**config.mk**
```make
export PLATFORM = sky130hd
export DESIGN_NAME = hsv_convert_arbiter
export DESIGN_NICKNAME = d
export VERILOG_FILES = /design/src/rtl/hsv_arb_pkg.sv /design/src/rtl/tag_delay_line.sv /design/src/rtl/hsv_convert_arbiter.sv
export SDC_FILE = /design/constraint.sdc
export NUM_CORES = 1
export LEC_CHECK = 0
export ABC_CLOCK_PERIOD_IN_PS = 5300
export CAP_MARGIN = 20
export CORE_ASPECT_RATIO = 1.2
export CORE_MARGIN = 2
export CORE_UTILIZATION = 57
export CTS_BUF_LIST = sky130_fd_sc_hd__clkbuf_4 sky130_fd_sc_hd__clkbuf_8
export DETAILED_ROUTE_END_ITERATION = 10
export GPL_TIMING_DRIVEN = 0
export PLACE_DENSITY = 0.95
export RECOVER_POWER = 25
export SYNTH_ARGS = -nofsm -noshare
export SYNTH_HDL_FRONTEND = slang
export SYNTH_SLANG_ARGS = --single-unit
```
**constraint.sdc**
```tcl
create_clock -name clock -period 5.3 [get_ports clock]
set_input_delay 0.53 -clock clock [delete_from_list [all_inputs] [get_ports clock]]
set_output_delay 0.53 -clock clock [all_outputs]
set_load 0.01 [all_outputs]
```
**src/rtl/hsv_arb_pkg.sv**
```systemverilog
// hsv_arb_pkg: shared types for the two-requester rgb2hsv converter arbiter
package hsv_arb_pkg;
  localparam int NUM_REQ = 2;
  localparam int TAG_W = 19;
  typedef logic req_id_t;
  typedef struct packed {
    logic             valid;
    req_id_t          id;
    logic [TAG_W-1:0] tag;
  } tag_stage_t;
endpackage

```
**src/rtl/tag_delay_line.sv**
```systemverilog
// tag_delay_line: LATENCY-stage shift register of {valid, id, tag}; only valid bits are reset
module tag_delay_line
  import hsv_arb_pkg::*;
#(
  parameter int LATENCY = 15
) (
  input  logic       clock,
  input  logic       reset,
  input  tag_stage_t in_stage,
  output tag_stage_t out_stage,
  output logic       any_valid
);
  logic [LATENCY-1:0] valid_q, valid_d;
  req_id_t            id_q  [LATENCY];
  req_id_t            id_d  [LATENCY];
  logic [TAG_W-1:0]   tag_q [LATENCY];
  logic [TAG_W-1:0]   tag_d [LATENCY];
  always_comb begin
    valid_d = (valid_q << 1) | LATENCY'(in_stage.valid);
    id_d[0] = in_stage.id;
    tag_d[0] = in_stage.tag;
    for (int i = 1; i < LATENCY; i++) begin
      id_d[i] = id_q[i-1];
      tag_d[i] = tag_q[i-1];
    end
  end
  always_ff @(posedge clock or posedge reset) begin
    if (reset) valid_q <= '0;
    else valid_q <= valid_d;
  end
  // Payload is only consumed alongside its valid bit, so it needs no reset.
  always_ff @(posedge clock) begin
    id_q <= id_d;
    tag_q <= tag_d;
  end
  assign out_stage = '{valid: valid_q[LATENCY-1], id: id_q[LATENCY-1], tag: tag_q[LATENCY-1]};
  assign any_valid = |valid_q;
endmodule

```
**src/rtl/hsv_convert_arbiter.sv**
```systemverilog
// hsv_convert_arbiter: round-robin sharing of one fixed-latency rgb2hsv converter between two requesters
module hsv_convert_arbiter
  import hsv_arb_pkg::*;
#(
  parameter int RGB_WIDTH = 8,
  parameter int HSV_WIDTH = 8,
  parameter int TAG_WIDTH = 19,
  parameter int LATENCY   = 15
) (
  input  logic                 clock,
  input  logic                 reset,
  input  logic                 req0_valid,
  output logic                 req0_ready,
  input  logic [RGB_WIDTH-1:0] req0_r,
  input  logic [RGB_WIDTH-1:0] req0_g,
  input  logic [RGB_WIDTH-1:0] req0_b,
  input  logic [TAG_WIDTH-1:0] req0_tag,
  input  logic                 req1_valid,
  output logic                 req1_ready,
  input  logic [RGB_WIDTH-1:0] req1_r,
  input  logic [RGB_WIDTH-1:0] req1_g,
  input  logic [RGB_WIDTH-1:0] req1_b,
  input  logic [TAG_WIDTH-1:0] req1_tag,
  output logic                 rgb_inputs_valid,
  output logic [RGB_WIDTH-1:0] r,
  output logic [RGB_WIDTH-1:0] g,
  output logic [RGB_WIDTH-1:0] b,
  input  logic [HSV_WIDTH-1:0] h,
  input  logic [HSV_WIDTH-1:0] s,
  input  logic [HSV_WIDTH-1:0] v,
  input  logic                 hsv_valid,
  output logic                 res_valid,
  output logic                 res_id,
  output logic [HSV_WIDTH-1:0] res_h,
  output logic [HSV_WIDTH-1:0] res_s,
  output logic [HSV_WIDTH-1:0] res_v,
  output logic [TAG_WIDTH-1:0] res_tag,
  output logic                 busy,
  output logic                 sync_error
);
  localparam int BW = $clog2(LATENCY + 2);
  if (TAG_WIDTH != TAG_W || LATENCY < 1) begin : g_param_chk
    $error("hsv_convert_arbiter: TAG_WIDTH must equal TAG_W and LATENCY must be >= 1");
  end
  logic [NUM_REQ-1:0]   grant;
  req_id_t              last_q, last_d;
  logic                 iss_valid_q, iss_valid_d;
  req_id_t              iss_id_q, iss_id_d;
  logic [TAG_WIDTH-1:0] iss_tag_q, iss_tag_d;
  logic [RGB_WIDTH-1:0] r_q, r_d, g_q, g_d, b_q, b_d;
  logic                 res_valid_q, res_valid_d;
  req_id_t              res_id_q, res_id_d;
  logic [HSV_WIDTH-1:0] res_h_q, res_h_d, res_s_q, res_s_d, res_v_q, res_v_d;
  logic [TAG_WIDTH-1:0] res_tag_q, res_tag_d;
  logic                 sync_q, sync_d;
  logic [BW-1:0]        blank_q, blank_d;
  tag_stage_t           iss_stage, dly;
  logic                 any_dly;
  tag_delay_line #(.LATENCY(LATENCY)) u_dly (
    .clock     (clock),
    .reset     (reset),
    .in_stage  (iss_stage),
    .out_stage (dly),
    .any_valid (any_dly)
  );
  // Grants are masked during reset so a waiting pixel is kept by its requester.
  always_comb begin
    grant[0] = !reset && req0_valid && (!req1_valid || last_q);
    grant[1] = !reset && req1_valid && (!req0_valid || !last_q);
    last_d = grant[0] ? 1'b0 : grant[1] ? 1'b1 : last_q;
    iss_valid_d = |grant;
    iss_id_d = grant[1];
    iss_tag_d = grant[0] ? req0_tag : grant[1] ? req1_tag : iss_tag_q;
    r_d = grant[0] ? req0_r : grant[1] ? req1_r : r_q;
    g_d = grant[0] ? req0_g : grant[1] ? req1_g : g_q;
    b_d = grant[0] ? req0_b : grant[1] ? req1_b : b_q;
    iss_stage = '{valid: iss_valid_q, id: iss_id_q, tag: iss_tag_q};
    res_valid_d = dly.valid;
    res_id_d = dly.valid ? dly.id : res_id_q;
    res_tag_d = dly.valid ? dly.tag : res_tag_q;
    res_h_d = dly.valid ? h : res_h_q;
    res_s_d = dly.valid ? s : res_s_q;
    res_v_d = dly.valid ? v : res_v_q;
    sync_d = sync_q || (blank_q == '0 && hsv_valid != dly.valid);
    blank_d = blank_q == '0 ? blank_q : blank_q - 1'b1;
  end
  // Blanking hides pixels that were inside the converter when reset hit.
  always_ff @(posedge clock or posedge reset) begin
    if (reset) begin
      last_q <= 1'b1;
      iss_valid_q <= 1'b0;
      iss_id_q <= 1'b0;
      iss_tag_q <= '0;
      r_q <= '0;
      g_q <= '0;
      b_q <= '0;
      res_valid_q <= 1'b0;
      res_id_q <= 1'b0;
      res_tag_q <= '0;
      res_h_q <= '0;
      res_s_q <= '0;
      res_v_q <= '0;
      sync_q <= 1'b0;
      blank_q <= BW'(LATENCY + 1);
    end else begin
      last_q <= last_d;
      iss_valid_q <= iss_valid_d;
      iss_id_q <= iss_id_d;
      iss_tag_q <= iss_tag_d;
      r_q <= r_d;
      g_q <= g_d;
      b_q <= b_d;
      res_valid_q <= res_valid_d;
      res_id_q <= res_id_d;
      res_tag_q <= res_tag_d;
      res_h_q <= res_h_d;
      res_s_q <= res_s_d;
      res_v_q <= res_v_d;
      sync_q <= sync_d;
      blank_q <= blank_d;
    end
  end
  assign req0_ready = grant[0];
  assign req1_ready = grant[1];
  assign rgb_inputs_valid = iss_valid_q;
  assign r = r_q;
  assign g = g_q;
  assign b = b_q;
  assign res_valid = res_valid_q;
  assign res_id = res_id_q;
  assign res_h = res_h_q;
  assign res_s = res_s_q;
  assign res_v = res_v_q;
  assign res_tag = res_tag_q;
  assign busy = iss_valid_q | any_dly;
  assign sync_error = sync_q;
endmodule

```
* Word level (Yosys, flattened, before mapping)
Index checks and enable logic that the tools add are counted.
** Storage, ports and cells
- Flip-flop bits (word level) :: 412
- Logic and storage cells :: 76
- Bits of input ports :: 115
** Cells by class
- Add/subtract/negate cells :: 1
- Multiplexer cells :: 10
- Equal/unequal tests :: 1
- Reduce and logical (&&, ||, !) cells :: 16
- Bitwise logic cells :: 2
** Operators by type and width (count)
- $mux W8 :: 6
- $mux W19 :: 2
- $or A15 B1 Y15 :: 1
- $reduce_or A15 Y1 :: 1
- $logic_and A1 B1 Y1 :: 5
- $logic_not A5 Y1 :: 1
- $sub A5 B1 Y5 const B :: 1
- $logic_not A1 Y1 :: 4
- $logic_or A1 B1 Y1 :: 3
- $mux W1 :: 2
- $reduce_bool A2 Y1 :: 1
- $reduce_or A2 Y1 :: 1
- $ne A1 B1 Y1 :: 1
- $or A1 B1 Y1 :: 1

* Longest topological paths before layout
Gate-level depths: netlist (run 1).
- Word-level depth :: 5
- Depth in mapped cells :: 5

* By module
From an unflattened synthesis (run 1), not the netlist that was laid out.
** Second synthesis, totals
- Cells, all modules :: 698
- Area total of the unflattened synthesis :: 10607.7 um^2
** By module, submodules not included
- tag_delay_line :: seq. area each 6381.1 um^2, cells each 321, times used 1, area each 6414.9 um^2
- hsv_convert_arbiter :: seq. area each 2429.8 um^2, cells each 377, times used 1, area each 4192.8 um^2

* Least setup slack after synthesis (run 1)
OpenSTA, ideal clock, no wires.
- Kind :: in2out
- Start point :: input reset
- End point :: output req1_ready
- Setup slack :: 1.380 ns
- Path buffers :: 0
- Data required time :: 4.770 ns
- Cell stages on the path :: 3
- Arrival time :: 3.390 ns
- Cell sequence :: inv_1 -> nand2_1 -> a21oi_1
** On the way
- Cells in the longest elaborated chain, start to end :: 3
** Ends and longest elaborated chain
- from (decl) :: RTL line hsv_convert_arbiter.sv:11 : input logic reset,
- $logic_not A1 Y1 (no source line)
- $logic_and A1 B1 Y1 (2 in series) :: RTL line hsv_convert_arbiter.sv:69 : grant[1] = !reset && req1_valid && (!req0_valid || !last_q);
- to (decl) :: RTL line hsv_convert_arbiter.sv:19 : output logic req1_ready,
Every way passes these cells.

* Final worst setup path (run 1)
Ends and elaborated chain as after synthesis.

==> results of run 1 <==
==> synthesized netlist by cell type (all sizes together) <==
library cell / count / area, um^2
a21o: 1 / 7.510
inv: 3 / 11.26
and2b: 2 / 16.27
mux2i: 1 / 10.01
nand3: 43 / 215.2
nand4: 1 / 6.260
o21ba: 1 / 10.01
a31oi: 43 / 269.0
nor4: 4 / 25.02
clkbuf: 5 / 27.53
buf: 29 / 161.4
a21boi: 1 / 7.510
a21oi: 1 / 5.000
o21ai: 44 / 220.2
dfrtp: 110 / 2753
ha: 1 / 12.51
xnor2: 3 / 26.28
mux2: 44 / 495.5
nor2: 47 / 176.4
nand2: 2 / 7.510
xor2: 1 / 8.760
nor3: 1 / 5.000
nand2b: 2 / 12.51
nor4b: 1 / 23.77
dfstp: 2 / 52.55
dfxtp: 300 / 6006
==> per-stage QoR <==
| stage | power [uW] | setup WS, ns | utilization (%) | cells |
|---|---|---|---|---|
| 2_1_floorplan | 3937 | 1.380 | - | 693 |
| 3_3_place_gp | 4243 | -0.4679 | 70.06 | 1105 |
| 3_5_place_dp | 4307 | 2.310 | 70.23 | 1106 |
| 4_1_cts | 6708 | 2.278 | 76.57 | 1204 |
| 5_1_grt | 6899 | 2.127 | 76.57 | 1204 |
| 6_report | 6627 | 2.284 | 76.57 | 1204 |
==> where the power goes <==
part / switching (uW) / total (uW) / leakage [uW] / internal [uW]
Clock: 1070 / 2380 / 0.000623 / 1310
Sequential: 137 / 3690 / 0.00382 / 3560
Combinational: 234 / 553 / 0.00138 / 319
Total: 1450 / 6630 / 0.00583 / 5180
==> cell type report <==
cell class | count | area (um^2) | share of cell area, %
Clock buffer | 86 | 1040 | 7.472
Buffer | 34 | 188.9 | 1.358
Inverter | 3 | 13.76 | 0.09890
Sequential cell | 412 | 8811 | 63.32
Multi-Input combinational cell | 244 | 1560 | 11.21
Clock inverter | 12 | 112.6 | 0.8092
Tap cell | 224 | 280.3 | 2.014
Timing Repair Buffer | 189 | 1909 | 13.72
==> cell families after synthesis <==
kind of cell | count (synthesis) | share of synthesized area [%]
AND/OR/NAND/NOR | 103 | 4.616
AO/OA/AOI/OAI | 91 | 4.912
buffers and inverters | 37 | 1.894
multiplexers | 45 | 4.782
flip-flops | 412 | 83.35
XOR/XNOR | 4 | 0.3315
adder cells (fa/ha/maj) | 1 | 0.1183
==> registers in the layout, summed over array words and instances, names as in the netlist <==
name and flops:
u_dly.tag_d 266, u_dly.out_stage 20, iss_tag_q 19, res_tag 19, u_dly.valid_q 15, u_dly.id_d 14
b 8, g 8, r 8, res_h 8, res_s 8, res_v 8
blank_q 5, iss_id_q 1, last_q 1, res_id 1, res_valid 1, rgb_inputs_valid 1
sync_error 1
==> worst paths after layout <==
kind	from	endpoint	slack (ns)	depth (start not counted)
min in group asynchronous	reset	iss_tag_q[1]	0.45	2
setup / recovery	reset	req1_ready	2.28	5
max in group asynchronous	reset	blank_q[4]	4.06	3
setup reg to reg	last_q	iss_tag_q[14]	3.64	4
hold reg to reg	u_dly.tag_d[137]	u_dly.tag_d[118]	0.31	0
hold / removal	u_dly.tag_d[137]	u_dly.tag_d[118]	0.31	0
==> per-layer routing <==
metal	up-vias	global-route usage, %	part of all wire, %
met1	2811	19.10	35
met5	-	0	0
met2	330	34.63	51
li1	2827	-	-
met3	65	6.685	8.5
met4	0	10.10	4.7
==> critical path, stage by stage <==
cell	delay, ns
clkdlybuf4s50_1	0.51
inv_4	0.45
nand2_1	0.13
a21oi_1	0.24
clkdlybuf4s50_1	0.62
==> out/results.tsv, run 1 <==
stage	metric	value	unit
cts	clk buf depth	3	
layout	fraction of layout cells with a size suffix above 1	18.57	%
die	Initial Utilization	58.16	%
setup_path	Critical Path Sink Type	output port	
sta	min cycle time layout	3.016	ns
route	drt wl/cell	15.52	um
min_path	worst min-delay path category	register to register	
layout	most common cell after layout, fill and taps aside	dfxtp_1	
cts	clock-pin transition on the worst setup and hold timing paths	0.06	ns
cts	Clock Latency Late Sink	0.59	ns
placed_design	Placer Congestion	0.9045	
logic_synthesis	register area share after synthesis	83.35	%
die	die width	128.3	um
power_and_ir_drop	P_leak	0.005827	uW
route	initial detailed-routing violation count	248	
layout	fillers	1023	
sta	Final Cycle Share	56.90	%
cts	H-tree depth	2	
sta	Tightest Pin Transition	0.5343	ns
global_routing	first-pass GRT wire length	29530	um
logic_synthesis	Mapped Area	10570	um^2
layout	most frequent cells in the layout	dfxtp_1 (300), clkdlybuf4s50_1 (188), dfrtp_1 (110)	
cts	cts bufs inserted	55	
global_routing	total track usage	19.19	%
global_routing	largest net degree at the start of global routing	76	
setup_path	CP startpoint kind	input pin	
die	count of standard-cell rows	54	
cts	Hold Buf Count CTS	0	
logic_synthesis	Ys Warns	0	
power_and_ir_drop	VDD IR-drop max	0.0003288	V
route	1st-pass router iterations	5	
run	Max Cap Viol	0	
route	DR vias	6033	
sta	setup TNS	0	ns
die	total core area	18170	um^2
logic_synthesis	Cells after Synth	693	
sta	setup violators final	0	
logic_synthesis	Cell variety after synth	31	
sta	Max Clock Skew	0.02788	ns
global_routing	vias in the first global route	6329	
setup_path	Req. time, crit path	4.77	ns
sta	Max Freq	331.6	MHz
cts	Root Buffer	clkbuf_8	
global_routing	grt total ovfl	0	
cts	Post-CTS Resized	0	
sta	relative slew slack	64.38	%
layout	NumNets Final	1055	
cts	postcts setup bufs	0	
global_routing	initial antenna violation count	0	
layout	Final Instance Area	13920	um^2
outcome	outcome	completed	
route	Final ANT Viol Nets	0	
die	Die Y	153.2	um
logic_synthesis	Post-Syn Area per Cell	15.25	um^2
power_and_ir_drop	PwrDens	476.2	nW/um^2
die	IO Count	189	
route	via density per instance	5.011	
cts	Sink Count	412	
placed_design	IO buf count	188	
route	Detailed Route WL	18690	um
logic_synthesis	synthesized flop and latch total	412	
sta	Final Hold Viols	0	
sta	hold_ws	0.3060	ns
layout	ANT cells	0	
placed_design	DP HPWL	12380	um
layout	area delta synth->final	31.64	%
setup_path	WP data arrival	2.49	ns
setup_path	critical path class	input pin to output port	
route	Residual DRC	0	
setup_path	Worst Path Max Fanout	39	
sta	Max Slew Vio Count	0	
logic_synthesis	Net Count, Synth	809	
die	die area	19660	um^2
cts	CTS tree	built	
placed_design	Area after DPL	12760	um^2
sta	RSZ-0062 raised after global routing	false	
(Power assumes the default switching activity.)
==> run 2: changes to the inputs <==
Settings changed: ABC_CLOCK_PERIOD_IN_PS 5300 to 2800, CORE_UTILIZATION 57 to 53, PLACE_DENSITY 0.95 to 0.89.
Clock period 5.3 ns to 2.8 ns, I/O delays scaled along.
==> run 2 against run 1 <==
Net effect:
- sequential cell count unchanged
- sequential share of layout area is 0.53 points lower
- register-to-register slack worse by 2.4 ns
- power up 90%
- combinational power rose by 88%
- critical path type is now register to output port
- largest cell class unchanged
==> out/results.tsv, run 2 (synthesis results as in run 1) <==
stage	metric	value	unit	change
sta	setup violators final	0		unchanged
route	met2 WL post-DR	8949	um	was 9604 um
cts	Sink Count	412		unchanged
setup_path	critical path class	register to output port		was input pin to output port
power_and_ir_drop	Switch Pwr	2726	uW	was 1445 uW
placed_design	DP HPWL	11720	um	was 12,380 um
run	Max Cap Viol	0		unchanged
sta	Max Slew Vio Count	0		unchanged
sta	Tightest Pin Transition	0.7827	ns	was 0.5343 ns
outcome	outcome	completed		unchanged
sta	hold_ws	0.2312	ns	was 0.3060 ns
die	Initial Utilization	54.08	%	was 58.16%
sta	RSZ-0062 raised after global routing	false		unchanged
cts	postcts setup bufs	0		unchanged
global_routing	total track usage	16.98	%	was 19.19%
route	drt wl/cell	14.29	um	was 15.52 um
placed_design	Placer Congestion	0.8338		was 0.9045
route	via density per instance	4.781		was 5.011
sta	Final Cycle Share	93.09	%	
cts	H-tree depth	2		unchanged
die	die area	21100	um^2	was 19,660 um^2
layout	final core occ	71.78	%	was 76.57%
setup_path	FF-to-FF setup slack	1.25	ns	was 3.64 ns
cts	Hold Buf Count CTS	0		unchanged
layout	max reg flops	266		unchanged
route	wire length on met1	6516	um	was 6616 um
layout	most common cell after layout, fill and taps aside	dfxtp_1		unchanged
route	Final ANT Viol Nets	0		unchanged
layout	final std cells w/o fill	1247		was 1,204
route	initial detailed-routing violation count	218		was 248
die	count of standard-cell rows	56		was 54
layout	area delta synth->final	32.74	%	was 31.64%
power_and_ir_drop	P_int	9880	uW	was 5181 uW
die	Die Y	158.7	um	was 153.2 um
power_and_ir_drop	P_leak	0.005853	uW	was 0.005827 uW
power_and_ir_drop	sw frac	21.62	%	was 21.81%
power_and_ir_drop	PwrDens	898.3	nW/um^2	was 476.2 nW/um^2
sta	Max Clock Skew	0.03584	ns	was 0.02788 ns
global_routing	first-pass GRT wire length	28720	um	was 29,530 um
sta	Max Freq	383.7	MHz	
cts	Clock Latency Late Sink	0.59	ns	about the same
power_and_ir_drop	VDD IR-drop max	0.0004338	V	was 0.0003288 V
route	DR vias	5962		was 6,033
sta	Final Hold Viols	0		unchanged
route	top layer in use	met4		unchanged
global_routing	grt total ovfl	0		unchanged
route	1st-pass router iterations	4		was 5
setup_path	Req. time, crit path	2.52	ns	was 4.77 ns
layout	ANT cells	0		unchanged
min_path	worst min-delay path category	input pin to async pin		was register to register
route	Detailed Route WL	17820	um	was 18,690 um
power_and_ir_drop	Reg power frac	55.4	%	was 55.7%
layout	NumNets Final	1057		was 1,055
power_and_ir_drop	combinational share of power	8.2	%	was 8.3%
cts	Root Buffer	clkbuf_8		unchanged
placed_design	DP Cell Count	1144		was 1,106
setup_path	Setup crit start	u_dly.valid_q[14]		was reset
die	IO Count	189		unchanged
die	total core area	19550	um^2	was 18,170 um^2
power_and_ir_drop	clock share of power	36.4	%	was 35.9%
sta	setup TNS	0	ns	unchanged
setup_path	CP startpoint kind	register		was input pin
cts	clk buf depth	3		unchanged
route	Residual DRC	0		unchanged
power_and_ir_drop	total power	12610	uW	was 6627 uW
setup_path	Reg2Reg Depth	4		unchanged
cts	clock-pin transition on the worst setup and hold timing paths	0.06	ns	about the same
layout	most frequent cells in the layout	dfxtp_1 (300), clkdlybuf4s50_1 (188), dfrtp_1 (110)		unchanged
cts	cts bufs inserted	55		unchanged
placed_design	IO buf count	188		unchanged
setup_path	worst r2r src	last_q		unchanged
setup_path	Critical Path Sink Type	output port		unchanged
cts	CTS tree	built		unchanged
layout	fraction of layout cells with a size suffix above 1	19.07	%	was 18.57%
setup_path	WP data arrival	2.33	ns	was 2.49 ns
global_routing	vias in the first global route	6262		was 6,329
global_routing	initial antenna violation count	0		unchanged
route	routed wl met3	1679	um	was 1585 um
global_routing	largest net degree at the start of global routing	46		was 76
cts	Post-CTS Resized	0		unchanged
sta	min cycle time layout	2.607	ns	
sta	relative slew slack	47.54	%	was 64.38%
setup_path	reg-to-reg endpoint	g[0]		was iss_tag_q[14]
die	die width	132.9	um	was 128.3 um
setup_path	Critical Path Sink	busy		was req1_ready
setup_path	Worst Path Max Fanout	10		was 39
-- run 2: critical path: stages (launching register included) --
cell	delay, ns
dfrtp_1	0.38
buf_2	0.19
buf_2	0.23
nor4_1	0.32
nand4_1	0.14
clkdlybuf4s50_1	0.51
-- run 2: worst min-delay path by stage --
stage / cells after the start / from / end / slack, ns
floorplan: 0 / u_dly.id_d[1] / u_dly.id_d[0] / 0.31
global placement: 0 / u_dly.tag_d[7] / u_dly.out_stage[7] / 0.31
detailed placement: 0 / u_dly.id_d[12] / u_dly.id_d[11] / 0.31
CTS: 2 / reset / iss_tag_q[16] / 0.20
global route: 2 / reset / iss_tag_q[8] / 0.24
finish: 2 / reset / r[7] / 0.23
-- run 2: cell type report --
cell class              instances  area (um^2)
plain buffers                  34        188.9
clock buffers                  89         1112
clock inverters                13        91.34
fillers                      1205         5517
inverters                       3        15.01
multi-input cells             244         1560
flip-flops and latches        412         8811
well taps                     261        326.6
repair buffers                190         1922
repair inverters                1        5.005
-- run 2: layer usage --
layer,vias up,track usage (%)
met4,0,9.531
li1,2839,-
met2,305,29.75
met5,-,0
met1,2769,17.35
met3,49,6.226
-- run 2: per-stage QoR --
| stage | area, um^2 | setup slack, ns |
|---|---|---|
| floorplan | 10580 | 0.3178 |
| global placement | 12780 | -1.395 |
| detailed placement | 12820 | 0.1687 |
| CTS | 14030 | 0.1207 |
| global route | 14030 | 0.02907 |
| finish | 14030 | 0.1935 |
-- run 2: power by group through the flow --
stage | logic [uW] | clock network [uW] | registers (uW)
final | 1040 | 4590 | 6980
after global routing | 1120 | 5000 | 7060
after CTS | 1040 | 4740 | 7000
after detailed placement | 1030 | 0 | 7110
after global placement | 1000 | 0 | 7040
after floorplan | 353 | 0 | 7100
==> run 3: changes to the inputs <==
Settings changed: SKIP_CTS_REPAIR_TIMING from default to 1.
==> results of run 3 <==
Final layout, timing and power as in run 2 (identical DEF).
